==> src/rtl/keypad_pkg.sv <==
// Shared key codes, index-to-code map and FSM encoding
// for the 4x4 matrix keypad scanner.
package keypad_pkg;

  localparam logic [3:0] KEY_0 = 4'h0;
  localparam logic [3:0] KEY_1 = 4'h1;
  localparam logic [3:0] KEY_2 = 4'h2;
  localparam logic [3:0] KEY_3 = 4'h3;
  localparam logic [3:0] KEY_4 = 4'h4;
  localparam logic [3:0] KEY_5 = 4'h5;
  localparam logic [3:0] KEY_6 = 4'h6;
  localparam logic [3:0] KEY_7 = 4'h7;
  localparam logic [3:0] KEY_8 = 4'h8;
  localparam logic [3:0] KEY_9 = 4'h9;
  localparam logic [3:0] KEY_A = 4'hA;
  localparam logic [3:0] KEY_B = 4'hB;
  localparam logic [3:0] KEY_C = 4'hC;
  localparam logic [3:0] KEY_D = 4'hD;
  localparam logic [3:0] KEY_STAR = 4'hE;
  localparam logic [3:0] KEY_HASH = 4'hF;

  typedef enum logic {
    S_IDLE = 1'b0,
    S_HELD = 1'b1
  } kp_state_e;

  function automatic logic [3:0] key_code(
    input logic [3:0] idx
  );
    unique case (idx)
      4'd0:  key_code = KEY_1;
      4'd1:  key_code = KEY_2;
      4'd2:  key_code = KEY_3;
      4'd3:  key_code = KEY_A;
      4'd4:  key_code = KEY_4;
      4'd5:  key_code = KEY_5;
      4'd6:  key_code = KEY_6;
      4'd7:  key_code = KEY_B;
      4'd8:  key_code = KEY_7;
      4'd9:  key_code = KEY_8;
      4'd10: key_code = KEY_9;
      4'd11: key_code = KEY_C;
      4'd12: key_code = KEY_STAR;
      4'd13: key_code = KEY_0;
      4'd14: key_code = KEY_HASH;
      default: key_code = KEY_D;
    endcase
  endfunction

  // Lowest set index wins when several keys are down.
  function automatic logic [3:0] lowest_idx(
    input logic [15:0] m
  );
    lowest_idx = 4'd0;
    for (int i = 15; i >= 0; i--) begin
      if (m[i]) lowest_idx = 4'(i);
    end
  endfunction

endpackage

==> src/rtl/keypad_sync2.sv <==
// Two-flop synchronizer for the asynchronous keypad rows.
// Resets to all-released (rows are pulled up).
module keypad_sync2 (
  input  logic       sys_clk,
  input  logic       sys_rst_n,
  input  logic [3:0] d,
  output logic [3:0] q
);

  logic [3:0] meta;

  always_ff @(posedge sys_clk or negedge sys_rst_n) begin
    if (!sys_rst_n) begin
      meta <= 4'hF;
      q    <= 4'hF;
    end else begin
      meta <= d;
      q    <= meta;
    end
  end

endmodule

==> src/rtl/matrix_keypad_scan.sv <==
// 4x4 active-low keypad scanner with full-scan debounce
// and a single-key press/hold FSM.
module matrix_keypad_scan
  import keypad_pkg::*;
#(
  parameter int SCAN_TICK      = 100_000,
  parameter int DEBOUNCE_SCANS = 20
) (
  input  logic       sys_clk,
  input  logic       sys_rst_n,
  input  logic [3:0] row_in,
  output logic [3:0] col_out,
  output logic       IsPressed,
  output logic [3:0] keyboard_data,
  output logic       key_strobe
);

  localparam int TW = $clog2(SCAN_TICK);
  localparam int CW = $clog2(DEBOUNCE_SCANS + 1);
  localparam logic [TW-1:0] TICK_LAST = TW'(SCAN_TICK - 1);
  localparam logic [CW-1:0] CNT_MAX = CW'(DEBOUNCE_SCANS);

  logic [3:0]    row_s;
  logic [TW-1:0] tick;
  logic [1:0]    col;
  logic          slot_end;
  logic          scan_done;
  logic [15:0]   snap;
  logic [15:0]   snap_nxt;
  logic [15:0]   prev_snap;
  logic [15:0]   keymap;
  logic [CW-1:0] stable_cnt;
  logic [CW-1:0] cnt_nxt;

  kp_state_e  state;
  kp_state_e  state_nxt;
  logic       strobe_d;
  logic [3:0] data_d;

  keypad_sync2 u_sync (
    .sys_clk  (sys_clk),
    .sys_rst_n(sys_rst_n),
    .d        (row_in),
    .q        (row_s)
  );

  assign slot_end  = (tick == TICK_LAST);
  assign scan_done = slot_end && (col == 2'd3);
  assign col_out   = ~(4'b0001 << col);

  always_ff @(posedge sys_clk or negedge sys_rst_n) begin
    if (!sys_rst_n) begin
      tick <= '0;
      col  <= 2'd0;
    end else if (slot_end) begin
      tick <= '0;
      col  <= col + 2'd1;
    end else begin
      tick <= tick + 1'b1;
    end
  end

  // Rows are read on the last cycle of a slot so the column
  // has settled and cleared the synchronizer.
  always_comb begin
    snap_nxt = snap;
    for (int r = 0; r < 4; r++) begin
      snap_nxt[{r[1:0], col}] = ~row_s[r];
    end
  end

  always_comb begin
    cnt_nxt = '0;
    if (snap_nxt == prev_snap) begin
      if (stable_cnt == CNT_MAX) cnt_nxt = stable_cnt;
      else cnt_nxt = stable_cnt + 1'b1;
    end
  end

  always_ff @(posedge sys_clk or negedge sys_rst_n) begin
    if (!sys_rst_n) begin
      snap       <= '0;
      prev_snap  <= '0;
      keymap     <= '0;
      stable_cnt <= '0;
    end else if (slot_end) begin
      snap <= snap_nxt;
      if (scan_done) begin
        prev_snap  <= snap_nxt;
        stable_cnt <= cnt_nxt;
        if (cnt_nxt == CNT_MAX) keymap <= snap_nxt;
      end
    end
  end

  always_ff @(posedge sys_clk or negedge sys_rst_n) begin
    if (!sys_rst_n) state <= S_IDLE;
    else state <= state_nxt;
  end

  always_comb begin
    state_nxt = state;
    unique case (state)
      S_IDLE: if (|keymap) state_nxt = S_HELD;
      S_HELD: if (keymap == '0) state_nxt = S_IDLE;
      default: state_nxt = S_IDLE;
    endcase
  end

  always_comb begin
    strobe_d = (state == S_IDLE) && (|keymap);
    data_d   = keyboard_data;
    if (strobe_d) data_d = key_code(lowest_idx(keymap));
  end

  always_ff @(posedge sys_clk or negedge sys_rst_n) begin
    if (!sys_rst_n) begin
      key_strobe    <= 1'b0;
      keyboard_data <= 4'h0;
    end else begin
      key_strobe    <= strobe_d;
      keyboard_data <= data_d;
    end
  end

  assign IsPressed = (state == S_HELD);

endmodule

==> config.mk <==
export PLATFORM = sky130hd
export DESIGN_NAME = matrix_keypad_scan
export DESIGN_NICKNAME = d
export VERILOG_FILES = /design/src/rtl/keypad_pkg.sv /design/src/rtl/keypad_sync2.sv /design/src/rtl/matrix_keypad_scan.sv
export SDC_FILE = /design/constraint.sdc
export NUM_CORES = 1
export LEC_CHECK = 0
export BUFFER_PORTS_ARGS = -buffer_cell sky130_fd_sc_hd__buf_2
export CAP_MARGIN = 20
export CORE_UTILIZATION = 66
export CTS_CLUSTER_SIZE = 14
export DETAILED_ROUTE_END_ITERATION = 12
export PLACE_DENSITY = 0.84
export SYNTH_ARGS = -nofsm -noshare
export SYNTH_HDL_FRONTEND = slang
export SYNTH_SLANG_ARGS = --single-unit
==> constraint.sdc <==
create_clock -name sys_clk -period 6.1 [get_ports sys_clk]
set_clock_uncertainty 0.2 [all_clocks]
set_input_delay 1.83 -clock sys_clk [delete_from_list [all_inputs] [get_ports sys_clk]]
set_output_delay 1.83 -clock sys_clk [all_outputs]
set_load 0.05 [all_outputs]
Word level (Yosys, flattened, before mapping)

Memories as Yosys holds them, arrays and structs flattened. A register that Yosys moved wholly into a read port is not among the register bits.
Cells that the tools add are included.

$lt $le $gt $ge: 8
Shifts and indexed selects: 1
Reduce and logical (&&, ||, !) cells: 11
$add $sub $neg: 3
Eq/ne operators: 5
Bitwise operators: 6
Mux-type cells: 35

Operators with widths:

| operator                | count |
|---|---|
| $mux W4                 | 17 |
| $bwmux W16              | 4 |
| $add A17 B1 Y17 const B | 1 |
| $eq A17 B17 Y1 const B  | 1 |
| $mux W17                | 1 |
| $eq A16 B16 Y1          | 1 |
| $logic_not A16 Y1       | 1 |
| $reduce_or A16 Y1       | 1 |
| $eq A5 B5 Y1 const B    | 2 |
| $lt A4 B5 Y1 const B    | 2 |
| $mux W5                 | 2 |
| $demux W1 S2            | 4 |
| $ge A4 B1 Y1 const B    | 2 |
| $logic_and A1 B1 Y1     | 6 |
| $mux W1                 | 6 |
| $add A5 B1 Y5 const B   | 1 |
| $lt A2 B5 Y1 const B    | 1 |
| $lt A3 B5 Y1 const B    | 1 |
| $not A1 Y1              | 5 |
| $not A4 Y4              | 1 |
| $shl A1 B2 Y4 const A   | 1 |
| $ge A3 B1 Y1 const B    | 1 |
| $reduce_and A3 Y1       | 1 |
| $add A2 B1 Y2 const B   | 1 |
| 5 further kinds         | 5 |

Flip-flop bits (word level): 82
Memory bits (read-only): 64
Memories: 1

Memory list:

| memory          | depth | width | read ports | clocked after memory_dff | wr ports | RTL line         | source |
|---|---|---|---|---|---|---|---|
| (no name shown) | 16    | 4     | 1          | 1                        | 0        | keypad_pkg.sv:30 | `unique case (idx)` |

Logic depth before layout (Yosys ltp)

Depth in word-level cells: 17
Gate-level depth with buffers: 10

Hierarchy

From an unflattened synthesis, not the netlist that was laid out.

Cells, all modules: 422
Area total of the unflattened synthesis: 4,322.9 µm²

Modules (own cells, without submodules):

| module             | instances | area each (µm²) | cells an instance | sequential area each (µm²) |
|---|---|---|---|---|
| matrix_keypad_scan | 1         | 4,112.7         | 414               | 1,951.9 |
| keypad_sync2       | 1         | 210.2           | 8                 | 210.2 |

Least setup slack after synthesis

Ideal clock, no wire load.

Path kind: register to output
Start point: register col[0]
End point: output col_out[3]
Arrival: 1.034 ns
Cell stages (with the launch flop): 4
Path slack: 3.036 ns
Buffers on the path: 1
Cells stage by stage: dfrtp_1 > ha_1 > buf_6 > inv_1

Word-level cells in the longest chain between the ends: 2

Ends and longest elaborated chain:

| element                  | RTL line                 | source |
|---|---|---|
| start: declaration       | matrix_keypad_scan.sv:25 | `logic [1:0] col;` |
| start signal: assignment | matrix_keypad_scan.sv:57 | `col <= col + 2'd1;` |
| $shl A1 B2 Y4            | matrix_keypad_scan.sv:49 | `assign col_out = ~(4'b0001 << col);` |
| $not A4 Y4               | matrix_keypad_scan.sv:49 |  |
| end: declaration         | matrix_keypad_scan.sv:12 | `output logic [3:0] col_out,` |

No other way between the ends.

Worst setup path after layout

Start point: register col[0]
End point: output col_out[2]

The elaborated chain is that of the path after synthesis.

==> flow_summary.toml <==
[run_status]
outcome = "completed"

[timing]
slew_violations = 0
fin_crit_sh = 0.586
setup_viol = 0
whs_ps = 156
tightest_slew_ps = 872
fmax_mhz = 280
hold_viol = 0
slew_headroom = 0.417
grt_setup_unrepaired = "false"
fin_setup_tns_ps = 0
fin_crit_ps = 3580

[detailed_routing]
ant_nets = 0
drcViolationCount = 0
num_vias = 3218
drt-vias-per-instance = 6.00
drtIter0Drc = 284
wire_per_inst_um = 15.9
drt_wl_total_um = 8540
first_pass_iters = 4

[synth]
synth.avg_cell_area_sq_um = 9.94
ys_ff_latch = 86
syn-cell-area_sq_mm = 0.00434
synthArstFlopShare = 1.00
syn-num-nets = 455
netlist_instances = 437
synth_warnings = 0
ys_types = 46
synth.yosys.seq_area_share = 0.498
synth_edf_count = 0
synth_flop_cell = "dfrtp_1"

[cells_and_area]
area_growth_syn_to_layout_pct = 8.04
mostFrequentLayoutCells = "dfrtp_1, nand2_1, nor2_1, nand2b_1, o21ai_0"
seqCellArea_sq_mm = 0.00216
antenna_cells = 0
final_common_cell = "dfrtp_1"
drive_gt1_frac = 0.139
nFillCells = 436
multiInputGateArea_sq_mm = 0.00203
finalNetCount = 472

[floorplan]
die_area_sq_mm = 0.00691
pin_count = 16
start_util = 0.684
die_x_um = 83.1
core_sq_mm = 0.00635
rows = 29
fp.dieH_um = 83.1

[critical_path]
cp-start-kind = "flip-flop"
path_buf_inv = 3
crit_fanout = 10
crit_type = "flip-flop to output pin"
worstPathCellList = "inv_1 -> ha_1 -> inv_1 -> buf_2"
critPathSlowestCell = "dfrtp_1"
endpoint_kind = "output pin"
max_stage_delay_ps = 410
r2r_end = "keymap[10]"
crit_path_frequent_cell = "inv_1"
reg2reg_depth = 8
r2r_slack_ps = 2610
cp_data_arrival_time_ps = 1550
crit_family = "flip-flops"
worst_ep_required_time_ps = 4070
r2r-start = "col[1]"

[clock_network]
cts_tree = "done"
ctsHtreeMaxLevel = 3
cts-root-buf = "clkbuf_8"
cts.sinks = 86
post_cts_buffers = 0
clockBufferDepth = 2
ctsHoldBuffers = 0
clk_pin_slew_ps = 80
cts_buffers = 9
ctsResizeCount = 0
insertion_delay_ps = 360

[global_route]
grt_first_pass_wirelength_um = 14400
grt_pass1_vias = 3000
grtUsageTotal = 0.268
grt-ovfl-total = 0
grt_max_degree = 87
antenna_found_initial = 0

[hold_path]
min_to = "u_sync.q[2]"
hold_start = "u_sync.meta[2]"
min_path_type = "flip-flop to flip-flop"
hold_path_depth = 0

[pwr]
ir_drop_v = 0.000181
intPower_mw = 0.782
p_per_area_mw_per_mm2 = 214
p_seq_frac = 0.574
total_leakage_power_nw = 2.22
power.switching_mw = 0.224
pwr-share-clk = 0.401
combinationalPowerShare = 0.024
swShare = 0.222

[placement]
place_congestion = 0.833
hpwlAfterDp_um = 5940
io_buffers = 15

[run]
max_cap_viol_count = 0
## cells in the mapped netlist, types with 3 or more instances
cell | instances | area share
a21oi_1 | 27 | 0.031
a31oi_1 | 3 | 0.0043
and2_1 | 8 | 0.012
and3_1 | 17 | 0.024
clkbuf_1 | 9 | 0.0078
dfrtp_1 | 78 | 0.45
dfstp_2 | 8 | 0.048
ha_1 | 12 | 0.035
inv_1 | 23 | 0.020
mux2_2 | 11 | 0.029
mux2i_1 | 10 | 0.023
nand2_1 | 50 | 0.043
nand2b_1 | 31 | 0.045
nand3_1 | 12 | 0.014
nand4_1 | 8 | 0.012
nor2_1 | 33 | 0.029
nor3_1 | 3 | 0.0035
nor4_1 | 7 | 0.010
nor4_2 | 4 | 0.012
o21ai_0 | 28 | 0.032
or4_1 | 4 | 0.0069
xnor2_1 | 10 | 0.020
xor2_1 | 8 | 0.016
## how the worst max path moves through the flow
stage          startpoint    endpoint  slack [ps]  cells past startpoint
2_1_floorplan      col[0]  col_out[3]        3040                      3
3_3_place_gp       col[1]  keymap[10]        2860                      8
3_5_place_dp       col[1]  keymap[10]        2660                      8
4_1_cts            col[0]  col_out[2]        2530                      4
5_1_grt            col[1]  keymap[10]        2370                      8
6_report           col[0]  col_out[2]        2520                      4
## metrics by stage
stage	setup WS (ps)	total power, mW	instance area, sq um	cells	util
floorplan	3040	0.595	4340	437	-
global route	2370	1.04	4690	536	0.739
global placement	2860	0.611	4460	519	0.703
finish	2520	1.01	4690	536	0.739
detailed placement	2660	0.611	4460	519	0.703
CTS	2530	1.01	4660	535	0.735
## power groups by stage
stage / combinational [mW] / clock (mW) / sequential [mW]
4_1_cts: 0.0227 / 0.408 / 0.578
5_1_grt: 0.0276 / 0.432 / 0.578
3_5_place_dp: 0.0224 / 0 / 0.589
2_1_floorplan: 0.00744 / 0 / 0.587
3_3_place_gp: 0.0222 / 0 / 0.589
6_report: 0.0244 / 0.404 / 0.578
## area by class of cell
class	count	share of cell area
multi-input combinational	316	0.432
timing repair buffer	18	0.0256
clock buffer	11	0.0301
tap	77	0.0205
inverter	23	0.0184
sequential	86	0.461
clock inverter	5	0.0125
## flip-flops by register name, summed over array words and instances (netlist names)
| name | count |
|---|---|
| key_strobe | 1 |
| stable_cnt | 5 |
| col | 2 |
| IsPressed | 1 |
| keymap | 16 |
| u_sync.q | 4 |
| u_sync.meta | 4 |
| snap | 16 |
| tick | 17 |
| prev_snap | 16 |
| keyboard_data | 4 |
## cell families after synthesis
group / Yosys count / synth area share
muxes: 24 / 0.0637
AOI/OAI and AO/OA: 71 / 0.0922
buffers and inverters: 35 / 0.0360
and+or+nand+nor: 191 / 0.239
DFF: 86 / 0.498
xor gates and xnor gates: 18 / 0.0363
adders and majority gates: 12 / 0.0346
## per-layer routing
layer / vias to the layer above / global-route usage / wire (um)
met5: - / 0 / 0
met4: 0 / 0.129 / 197
met3: 26 / 0.0378 / 352
met2: 83 / 0.390 / 3900
met1: 1554 / 0.401 / 4090
li1: 1555 / - / -
(Power assumes the default switching activity.)
